==> src/rtl/id_ex_skid.sv <==
// ID/EX pipeline boundary: 2-entry valid/ready skid buffer with registered outputs.
// Optional `ID_EX_NOP_SQUASH_EN forces ex_* payload to NOP whenever ex_valid_o is low.
module id_ex_skid #(
  parameter int ALUOP_W  = 8,
  parameter int ALUSEL_W = 3,
  parameter int DATA_W   = 32,
  parameter int RADDR_W  = 5
) (
  input  logic                clk,
  input  logic                rst,
  input  logic                flush_i,
  input  logic                id_valid_i,
  output logic                id_ready_o,
  input  logic [ALUOP_W-1:0]  id_aluop_i,
  input  logic [ALUSEL_W-1:0] id_alusel_i,
  input  logic [DATA_W-1:0]   id_reg1_i,
  input  logic [DATA_W-1:0]   id_reg2_i,
  input  logic [RADDR_W-1:0]  id_wd_i,
  input  logic                id_wreg_i,
  output logic                ex_valid_o,
  input  logic                ex_ready_i,
  output logic [ALUOP_W-1:0]  ex_aluop_o,
  output logic [ALUSEL_W-1:0] ex_alusel_o,
  output logic [DATA_W-1:0]   ex_reg1_o,
  output logic [DATA_W-1:0]   ex_reg2_o,
  output logic [RADDR_W-1:0]  ex_wd_o,
  output logic                ex_wreg_o
);

  // state | meaning
  // EMPTY | nothing buffered, ex_valid_o low
  // BUSY  | main holds the bundle shown to EX
  // FULL  | main shown to EX, skid holds the next bundle; input stalled
  typedef enum logic [1:0] {EMPTY = 2'd0, BUSY = 2'd1, FULL = 2'd2} state_t;

  localparam int PW = ALUOP_W + ALUSEL_W + 2*DATA_W + RADDR_W + 1;

  state_t        state_q, state_d;
  logic [PW-1:0] main_q, skid_q, in_pl, out_pl;
  logic          in_xfer, out_xfer;
  logic          load_main, load_skid, main_from_skid;

  assign in_pl = {id_aluop_i, id_alusel_i, id_reg1_i, id_reg2_i, id_wd_i, id_wreg_i};

  assign ex_valid_o = (state_q != EMPTY);
  assign id_ready_o = !rst && (state_q != FULL);
  assign in_xfer    = id_valid_i && id_ready_o;
  assign out_xfer   = ex_valid_o && ex_ready_i;

  always_comb begin
    state_d        = state_q;
    load_main      = 1'b0;
    load_skid      = 1'b0;
    main_from_skid = 1'b0;
    unique case (state_q)
      EMPTY: begin
        if (in_xfer) begin
          state_d   = BUSY;
          load_main = 1'b1;
        end
      end
      BUSY: begin
        if (in_xfer && out_xfer) begin
          load_main = 1'b1;
        end else if (in_xfer) begin
          state_d   = FULL;
          load_skid = 1'b1;
        end else if (out_xfer) begin
          state_d = EMPTY;
        end
      end
      FULL: begin
        if (out_xfer) begin
          state_d        = BUSY;
          main_from_skid = 1'b1;
        end
      end
      default: state_d = EMPTY;
    endcase
    // Squash drops the incoming bundle and anything still buffered.
    if (flush_i) begin
      state_d        = EMPTY;
      load_main      = 1'b0;
      load_skid      = 1'b0;
      main_from_skid = 1'b0;
    end
  end

  always_ff @(posedge clk) begin
    if (rst) begin
      state_q <= EMPTY;
      main_q  <= '0;
      skid_q  <= '0;
    end else begin
      state_q <= state_d;
      if (load_main)           main_q <= in_pl;
      else if (main_from_skid) main_q <= skid_q;
      if (load_skid)           skid_q <= in_pl;
    end
  end

`ifdef ID_EX_NOP_SQUASH_EN
  assign out_pl = ex_valid_o ? main_q : '0;
`else
  assign out_pl = main_q;
`endif

  assign {ex_aluop_o, ex_alusel_o, ex_reg1_o, ex_reg2_o, ex_wd_o, ex_wreg_o} = out_pl;

endmodule

==> config.mk <==
export PLATFORM = sky130hd
export DESIGN_NAME = id_ex_skid
export DESIGN_NICKNAME = d
export VERILOG_FILES = /design/src/rtl/id_ex_skid.sv
export SDC_FILE = /design/constraint.sdc
export NUM_CORES = 1
export LEC_CHECK = 0
export BUFFER_PORTS_ARGS = -buffer_cell sky130_fd_sc_hd__buf_4
export CAP_MARGIN = 5
export CORE_MARGIN = 5
export CORE_UTILIZATION = 51
export CTS_BUF_LIST = sky130_fd_sc_hd__clkbuf_4 sky130_fd_sc_hd__clkbuf_8
export DETAILED_ROUTE_END_ITERATION = 12
export PLACE_DENSITY = 0.85
export SYNTH_ARGS = -nofsm -noshare
export SYNTH_HDL_FRONTEND = slang
export SYNTH_SLANG_ARGS = --single-unit
==> constraint.sdc <==
create_clock -name clk -period 4.05 [get_ports clk]
set_input_delay 0.405 -clock clk [delete_from_list [all_inputs] [get_ports clk]]
set_output_delay 0.405 -clock clk [all_outputs]
set_load 0.005 [all_outputs]
Yosys cells after proc, flatten, opt, wreduce, memory -nomap -nowiden
Cells that the tools add are included.
W data, S select, Z words.
{ "totals": {"regBits": 164, "output_inout_bits": 83, "wordCells": 38} }
{ "op_classes": {"n_mux": 18, "n_reduce_logical": 10, "eq_ne": 7} }
{ "ops": {"columns": ["op", "n"], "rows": [
  ["$mux W81", 2],
  ["$mux W2", 5],
  ["$mux W1", 9],
  ["$ne A2 B2 Y1 const B", 4],
  ["$pmux W2 S3", 1],
  ["$logic_and A1 B1 Y1", 4],
  ["$reduce_and A4 Y1", 1],
  ["$reduce_bool A2 Y1", 2],
  ["$ne A3 B3 Y1 const B", 1],
  ["$eq A2 B1 Y1 const B", 1],
  ["$eq A2 B2 Y1 const B", 1],
  ["$logic_not A2 Y1", 1],
  ["$pmux W1 S2", 1],
  ["$reduce_or A2 Y1", 1],
  ["$logic_not A1 Y1", 1]
]} }

Depth between registers and ports, before layout
Gate-level depths: netlist of run 1.
{ "logic_depth": {"depth_word": 8, "depth_mapped": 7} }

Worst setup path after synthesis of run 1
No wires, ideal clock.
{ "synth_path": {"path_kind": "register -> register", "startpoint": "register state_q[1]", "endpoint": "register skid_q[80]", "arrival_time_ns": 1.507, "path_slack_ns": 2.411, "path_buffers": 4, "stages_incl_launch_ff": 8, "cell_sequence": "dfxtp_1 buf_6 or4b_1 buf_6 buf_12 buf_8 o21ai_2 a21oi_1"} }
{ "synth_between": {"elab_chain_cells": 7, "word_cells_on_any_way": 11, "cone_classes": "eq/ne (2); mux (4); reduce/logical (5)"} }
{ "synth_lines": {"columns": ["element", "line_no", "text"], "rows": [
  ["start, declared", "38", "state_t state_q, state_d;"],
  ["start signal, assigned", "95", "state_q <= state_d;"],
  ["$ne A2 B2 Y1", "46", "assign id_ready_o = !rst && (state_q != FULL);"],
  ["$logic_and A1 B1 Y1", "46", null],
  ["$logic_and A1 B1 Y1", "47", "assign in_xfer = id_valid_i && id_ready_o;"],
  ["$mux W1 or $logic_and A1 B1 Y1 (tied branches)", "65, 63", null],
  ["$mux W1", "63", "if (in_xfer && out_xfer) begin"],
  ["$mux W1 (*)", "55", "unique case (state_q)"],
  ["$mux W1 (*)", "81", "if (flush_i) begin"],
  ["end signal, assigned", "98", "if (load_skid) skid_q <= in_pl;"],
  ["end, declared", "39", "logic [PW-1:0] main_q, skid_q, in_pl, out_pl;"]
]} }
Every way passes the cells marked *; elsewhere a longest branch is shown, timed or not.
A chain may end at the register's enable or synchronous reset.

Worst setup path after layout of run 1
{ "layout_path": {"startpoint": "register state_q[0]", "endpoint": "register main_q[19]"} }
{ "layout_between": {"elab_chain_cells": 8, "word_cells_on_any_way": 18, "cone_classes": "eq/ne (3); mux (8); reduce/logical (7)"} }
{ "layout_lines": {"columns": ["element", "line_no", "text"], "rows": [
  ["$ne A2 B2 Y1", "46", null],
  ["$logic_and A1 B1 Y1", "46", null],
  ["$logic_and A1 B1 Y1", "47", null],
  ["$logic_and A1 B1 Y1", "63", null],
  ["$mux W1", "63", null],
  ["$pmux W1 S2", "55", null],
  ["$mux W1", "81", null],
  ["$mux W81 or $reduce_bool A2 Y1 (tied branches)", null, null],
  ["end signal, assigned", "96", "if (load_main) main_q <= in_pl;"],
  ["end signal, assigned", "97", "else if (main_from_skid) main_q <= skid_q;"],
  ["end, declared", "39", null]
]} }
Parallel ways exist; a longest one is shown, timed or not.

==> results.cfg, run 1 <==
[final_layout]
multi_input_area_sq_mm = 0.00351
diodes = 0
final_nets = 1038
fill_cells = 1187
final_common_cell = buf_4
layout-drive-gt1-share = 0.314
final_cell_mix = buf_4, dfxtp_1, nand2_1, a21oi_1
area_delta_synth_final_pct = 22.6
ff_latch_area_sq_mm = 0.00328

[cts]
cts_buffer_depth = 2
root_buffer = clkbuf_8
cts_htree_levels = 4
numCtsBuffers = 17
clkTransAtPathRegs_ps = 80
hold_buffers = 0
cts_tree = done
clock_sinks = 164
post_cts_resized = 0
cts_setup_buffers = 0
insertion_delay_ps = 450

[job]
cap_violations = 0

[die]
std_cell_rows = 43
core_area_sq_mm = 0.0139
dieArea_sq_mm = 0.0167
die_w_um = 129
initial_utilization = 0.522
die_height_um = 129
io_pins = 169

[sta]
finalCriticalPeriod_ps = 2390
tns_ps = 0
hold_viol_final = 0
slew_viol_final = 0
tightest_slew_ps = 1050
finalCritPeriodShare = 0.591
relSlewSlack = 0.300
finalSetupViolCount = 0
rsz0062_at_grt = false
hold-worst-slack_ps = 206
fmax_mhz = 418
clock_skew_ps = 12.9
layout_setup_ws_ps = 1660

[routing]
wl_per_cell_um = 16.9
vias = 6775
antenna_left = 0
totalWireLength_um = 19300
detail_route.iter0.violations = 909
drc = 0
viasPerCell = 5.92
drt_pass1_iterations = 5

[critical_path]
timing.rr.end = main_q[19]
reg2regPathDepth = 4
r2r-start = state_q[0]
startpoint = state_q[0]
crit_fanout = 48
crit_path_end_kind = flip-flop
arrival_ps = 2650
cp-start-kind = flip-flop
cp.required_ps = 4310
regToRegSetupSlack_ps = 1660
crit_type = reg -> reg

[place]
dp_hpwl_um = 11700
portBuffers = 168
pre_cts_ws_ps = 1460
gp_congestion = 0.771

[power_and_ir_drop]
power_frac_comb = 0.100
leakagePower_nw = 3.19
power_density_mw_per_mm2 = 387
pwr-share-seq = 0.490
power_frac_clock = 0.410
max-vdd-ir-drop_v = 0.000172
p_sw_frac = 0.236
p_sw_mw = 0.811
p_int_mw = 2.63

[min_path]
hold-path-cell-count = 2
whs_endpoint = state_q[1]
hp-start = flush_i
min_path_type = in -> reg

[yosys]
syn_area_sq_mm = 0.00727
ys_seq_elements = 164
ys_types = 28
ys_seq_area_frac = 0.452
yosysWarningCount = 0
yosysTopAreaCellShare = 0.452
syn_inst = 850
postSynthAreaPerCell_sq_um = 8.55
synth_area_leaders = dfxtp_1, nor3_2, a311oi_1, nand2_1, a21oi_1
yosys.area.top_type = dfxtp_1
synth_fp_nets = 936

[grt]
grt_max_degree = 105
antenna_found_initial = 0
grt_pass1_wl_um = 30700
grt_overflow = 0
grt_usage = 0.223
first_global_vias = 6177

[run_status]
status = completed
[through the flow]
stage / instance area [sq um] / util / power [mW] / std cells
floorplan: 7270 / - / 1.88 / 850
global placement: 8420 / 0.604 / 2.06 / 1113
detailed placement: 8420 / 0.604 / 2.07 / 1113
CTS: 8910 / 0.639 / 3.47 / 1145
global route: 8910 / 0.639 / 3.57 / 1145
finish: 8910 / 0.639 / 3.44 / 1145
[state kept, by name, summed over array words and instances, names as in the netlist]
register,flops
main_q,81
skid_q,81
state_q,2
[critical path: stages (launching register included)]
cell and delay (ps):
dfxtp_1 410, or4bb_2 1120, buf_4 440, nand2_1 120
a311oi_1 90
[metal layers]
layer | wire length [um] | up-vias | GRT usage
met3 | 1330 | 38 | 0.0379
met5 | 0 | - | 0
met2 | 9490 | 264 | 0.354
met4 | 453 | 0 | 0.0926
li1 | - | 3266 | -
met1 | 8060 | 3207 | 0.303
[logic make-up after synthesis]
family                 Yosys count  synth area share
AOI/OAI and AO/OA              246             0.212
buffers and inverters           99            0.0706
DFF                            164             0.452
and+or+nand+nor                340             0.264
muxes                            1           0.00138
[synth_stat cells]
cell type	n
dfxtp_1	164
nand2_1	164
a21oi_1	83
a311oi_1	81
nand3_1	81
o21ai_0	80
nor3_2	79
clkbuf_1	47
buf_2	37
buf_6	9
buf_1	4
nor2_1	3
nor2b_1	2
nor3_1	2
and2b_1	1
buf_12	1
buf_8	1
mux2i_1	1
nand2b_1	1
nor4_1	1
nor4b_1	1
nor4bb_1	1
o21a_1	1
o21ai_2	1
or2_2	1
or3b_2	1
or4b_1	1
or4bb_1	1
[area by class of cell]
type | instances | area share
multi-input combinational | 587 | 0.394
timing repair buffer | 182 | 0.158
clock buffer | 19 | 0.0287
tap | 180 | 0.0253
clock inverter | 13 | 0.0258
sequential | 164 | 0.369
[power by group through the flow]
stage	registers [mW]	logic (mW)	clock network [mW]
after global placement	1.73	0.339	0
after CTS	1.69	0.344	1.44
after floorplan	1.72	0.159	0
final	1.69	0.343	1.41
after global routing	1.69	0.372	1.50
after detailed placement	1.72	0.344	0
[worst max path at each step]
| stage | end | slack (ps) | depth (start not counted) |
|---|---|---|---|
| final | main_q[19] | 1660 | 4 |
| after global routing | main_q[37] | 1490 | 4 |
| after CTS | main_q[19] | 1630 | 4 |
| after floorplan | skid_q[80] | 2410 | 7 |
| after global placement | main_q[51] | 1560 | 5 |
| after detailed placement | main_q[25] | 1460 | 5 |
Power figures use the tool's default switching activity.
==> inputs of run 2 (changes only) <==
--- a/config.mk
+++ b/config.mk
@@ -5,13 +5,14 @@
 export SDC_FILE = /design/constraint.sdc
 export NUM_CORES = 1
 export LEC_CHECK = 0
+export ABC_AREA = 1
 export BUFFER_PORTS_ARGS = -buffer_cell sky130_fd_sc_hd__buf_4
 export CAP_MARGIN = 5
 export CORE_MARGIN = 5
 export CORE_UTILIZATION = 51
 export CTS_BUF_LIST = sky130_fd_sc_hd__clkbuf_4 sky130_fd_sc_hd__clkbuf_8
 export DETAILED_ROUTE_END_ITERATION = 12
-export PLACE_DENSITY = 0.85
+export PLACE_DENSITY = 0.86
 export SYNTH_ARGS = -nofsm -noshare
 export SYNTH_HDL_FRONTEND = slang
 export SYNTH_SLANG_ARGS = --single-unit
==> constraint.sdc (replaced) <==
create_clock -name clk -period 2.35 [get_ports clk]
set_input_delay 0.235 -clock clk [delete_from_list [all_inputs] [get_ports clk]]
set_output_delay 0.235 -clock clk [all_outputs]
set_load 0.005 [all_outputs]
==> results.cfg, run 2 <==
[yosys]
async_reset_ff_frac = 0
syn_area_sq_mm = 0.00703
synth_top_family_by_area = simple AND/OR/NAND/NOR gates
synth_most_common_cell = nand2_1
ys_seq_elements = 164
synth_fa_ha_area_frac = 0
ys_seq_area_frac = 0.467
synth_compound_area_frac = 0.178
synth_edf_count = 0
synthTopCellsByCount = nand2_1, dfxtp_1, a21oi_1, nand3_1, inv_1
synth_area_leaders = dfxtp_1, nand2_1, a21oi_1, nand3_1, o21ai_0
yosysTopAreaCellShare = 0.467
synth_xor_area_frac = 0.00125
synth_simple_gate_area_frac = 0.255
synth_fp_nets = 1091
postSynthAreaPerCell_sq_um = 6.99
syn_inst = 1005
ys_types = 19
synth_ff_type = dfxtp_1
yosysWarningCount = 0
synth_mux_area_frac = 0
yosys.area.top_type = dfxtp_1

[place]
place_inst = 1277
gp_congestion = 0.773
placed_area_sq_mm = 0.00833
dp_hpwl_um = 11400
portBuffers = 168

[die]
std_cell_rows = 42
initial_utilization = 0.524
die_w_um = 127
die_height_um = 127
dieArea_sq_mm = 0.0162
core_area_sq_mm = 0.0134
io_pins = 169

[final_layout]
final_nets = 1207
layout-drive-gt1-share = 0.193
final_area_sq_mm = 0.00871
diodes = 0
area_delta_synth_final_pct = 23.9
largestRegisters = main_q: 81 flops, skid_q: 81 flops, state_q: 2 flops
final_cell_mix = nand2_1, buf_4, dfxtp_1, nand3_1, a21oi_1
final_common_cell = nand2_1
stdcell_count = 1307

[grt]
top_usage_layer = met2
grt_use_met3 = 0.0409
grt_pass1_wl_um = 30300
grt_overflow = 0
antenna_found_initial = 0
grt_use_met2 = 0.368
gr-usage-met1 = 0.294
grt_usage = 0.224
first_global_vias = 6424
grt_max_degree = 97

[critical_path]
cpPeakStageDelay_ps = 560
cp.required_ps = 2720
startpoint = ex_ready_i
arrival_ps = 2230
crit_path_end_kind = flip-flop
r2r-start = state_q[1]
reg2regPathDepth = 8
regToRegSetupSlack_ps = 510
crit_type = in -> reg
crit_buf_inv = 4
crit_fanout = 66
timing.rr.end = main_q[3]
crit_chain = dlygate4sd3_1 -> buf_4 -> inv_1 -> o21ai_0 -> nor2_4 -> buf_4 -> o21ai_0 -> a21oi_1
cp-start-kind = input port
cp_slowest_cell = dlygate4sd3_1
critPathTopFamily = buffers and inverters

[min_path]
whs_endpoint = skid_q[77]
hold-path-cell-count = 3
hp-start = id_aluop_i[4]
min_path_type = in -> reg

[routing]
detail_route.iter0.violations = 836
viasPerCell = 5.34
vias = 6974
wl_per_cell_um = 14.2
totalWireLength_um = 18600
drt_pass1_iterations = 5
antenna_left = 0
drc = 0

[sta]
finalSetupViolCount = 0
tns_ps = 0
finalCritPeriodShare = 0.794
slew_viol_final = 0
hold-worst-slack_ps = 52.3
relSlewSlack = 0.359
clock_skew_ps = 7.68
fmax_mhz = 536
finalCriticalPeriod_ps = 1870
hold_viol_final = 0
tightest_slew_ps = 962
rsz0062_at_grt = false

[power_and_ir_drop]
power.total_mw = 5.43
max-vdd-ir-drop_v = 0.000366
leakagePower_nw = 4.14
power_density_mw_per_mm2 = 624

[cts]
cts_htree_levels = 4
insertion_delay_ps = 430
clock_sinks = 164
root_buffer = clkbuf_8
cts_setup_buffers = 0
cts_buffer_depth = 2
cts_tree = done
numCtsBuffers = 17
clkTransAtPathRegs_ps = 80

[job]
cap_violations = 0

[run_status]
status = completed
run 2: metal layers:
metal	routed length (um)	vias to the layer above
li1	-	3514
met1	8140	3158
met2	8750	272
met3	1290	30
met4	382	0
met5	0	-
run 2: cell families (layout without fill, tap and decap cells):
kind of cell           count (synthesis)  after routing
AND/OR/NAND/NOR                      418            418
AO/OA/AOI/OAI                        247            247
buffers and inverters                175            301
flip-flops                           164            164
XOR/XNOR                               1              1
run 2: how the worst max path moves through the flow:
stage / to / slack, ps / depth (start not counted)
after global routing: skid_q[65] / 350 / 8
after detailed placement: main_q[3] / 530 / 8
after floorplan: main_q[0] / 860 / 7
after CTS: main_q[3] / 510 / 8
final: skid_q[5] / 480 / 8
after global placement: main_q[11] / 610 / 8
run 2: layout make-up:
| cell class | instances | area [sq um] |
|---|---|---|
| clock buffer | 24 | 318 |
| tap | 176 | 220 |
| timing repair buffer | 182 | 1430 |
| sequential | 164 | 3280 |
| multi-input combinational | 666 | 3070 |
| fill | 1210 | 4690 |
| inverter | 90 | 338 |
| clock inverter | 5 | 50.0 |
run 2: tightest hold or removal path, delay by kind of cell:
family          cells  cell delay, ps
compound gates      1             100
buf+inv             2             110
run 2: stage by stage:
stage | util | worst slack, ps
floorplan | - | 855
global placement | 0.621 | 607
detailed placement | 0.621 | 531
CTS | 0.650 | 509
global route | 0.650 | 346
finish | 0.650 | 485
run 2: timing repair:
| item | CTS | global route |
|---|---|---|
| resized for setup | 0 | 0 |
| endpoints found under the hold margin | 1 | 0 |
| hold buffers | 1 | 0 |
run 2: power breakdown:
part	leakage, nW	switching, mW	internal, mW
Sequential	1.33	0.0491	2.86
Clock	0.197	0.924	0.979
Combinational	2.62	0.327	0.287
Total	4.14	1.30	4.13
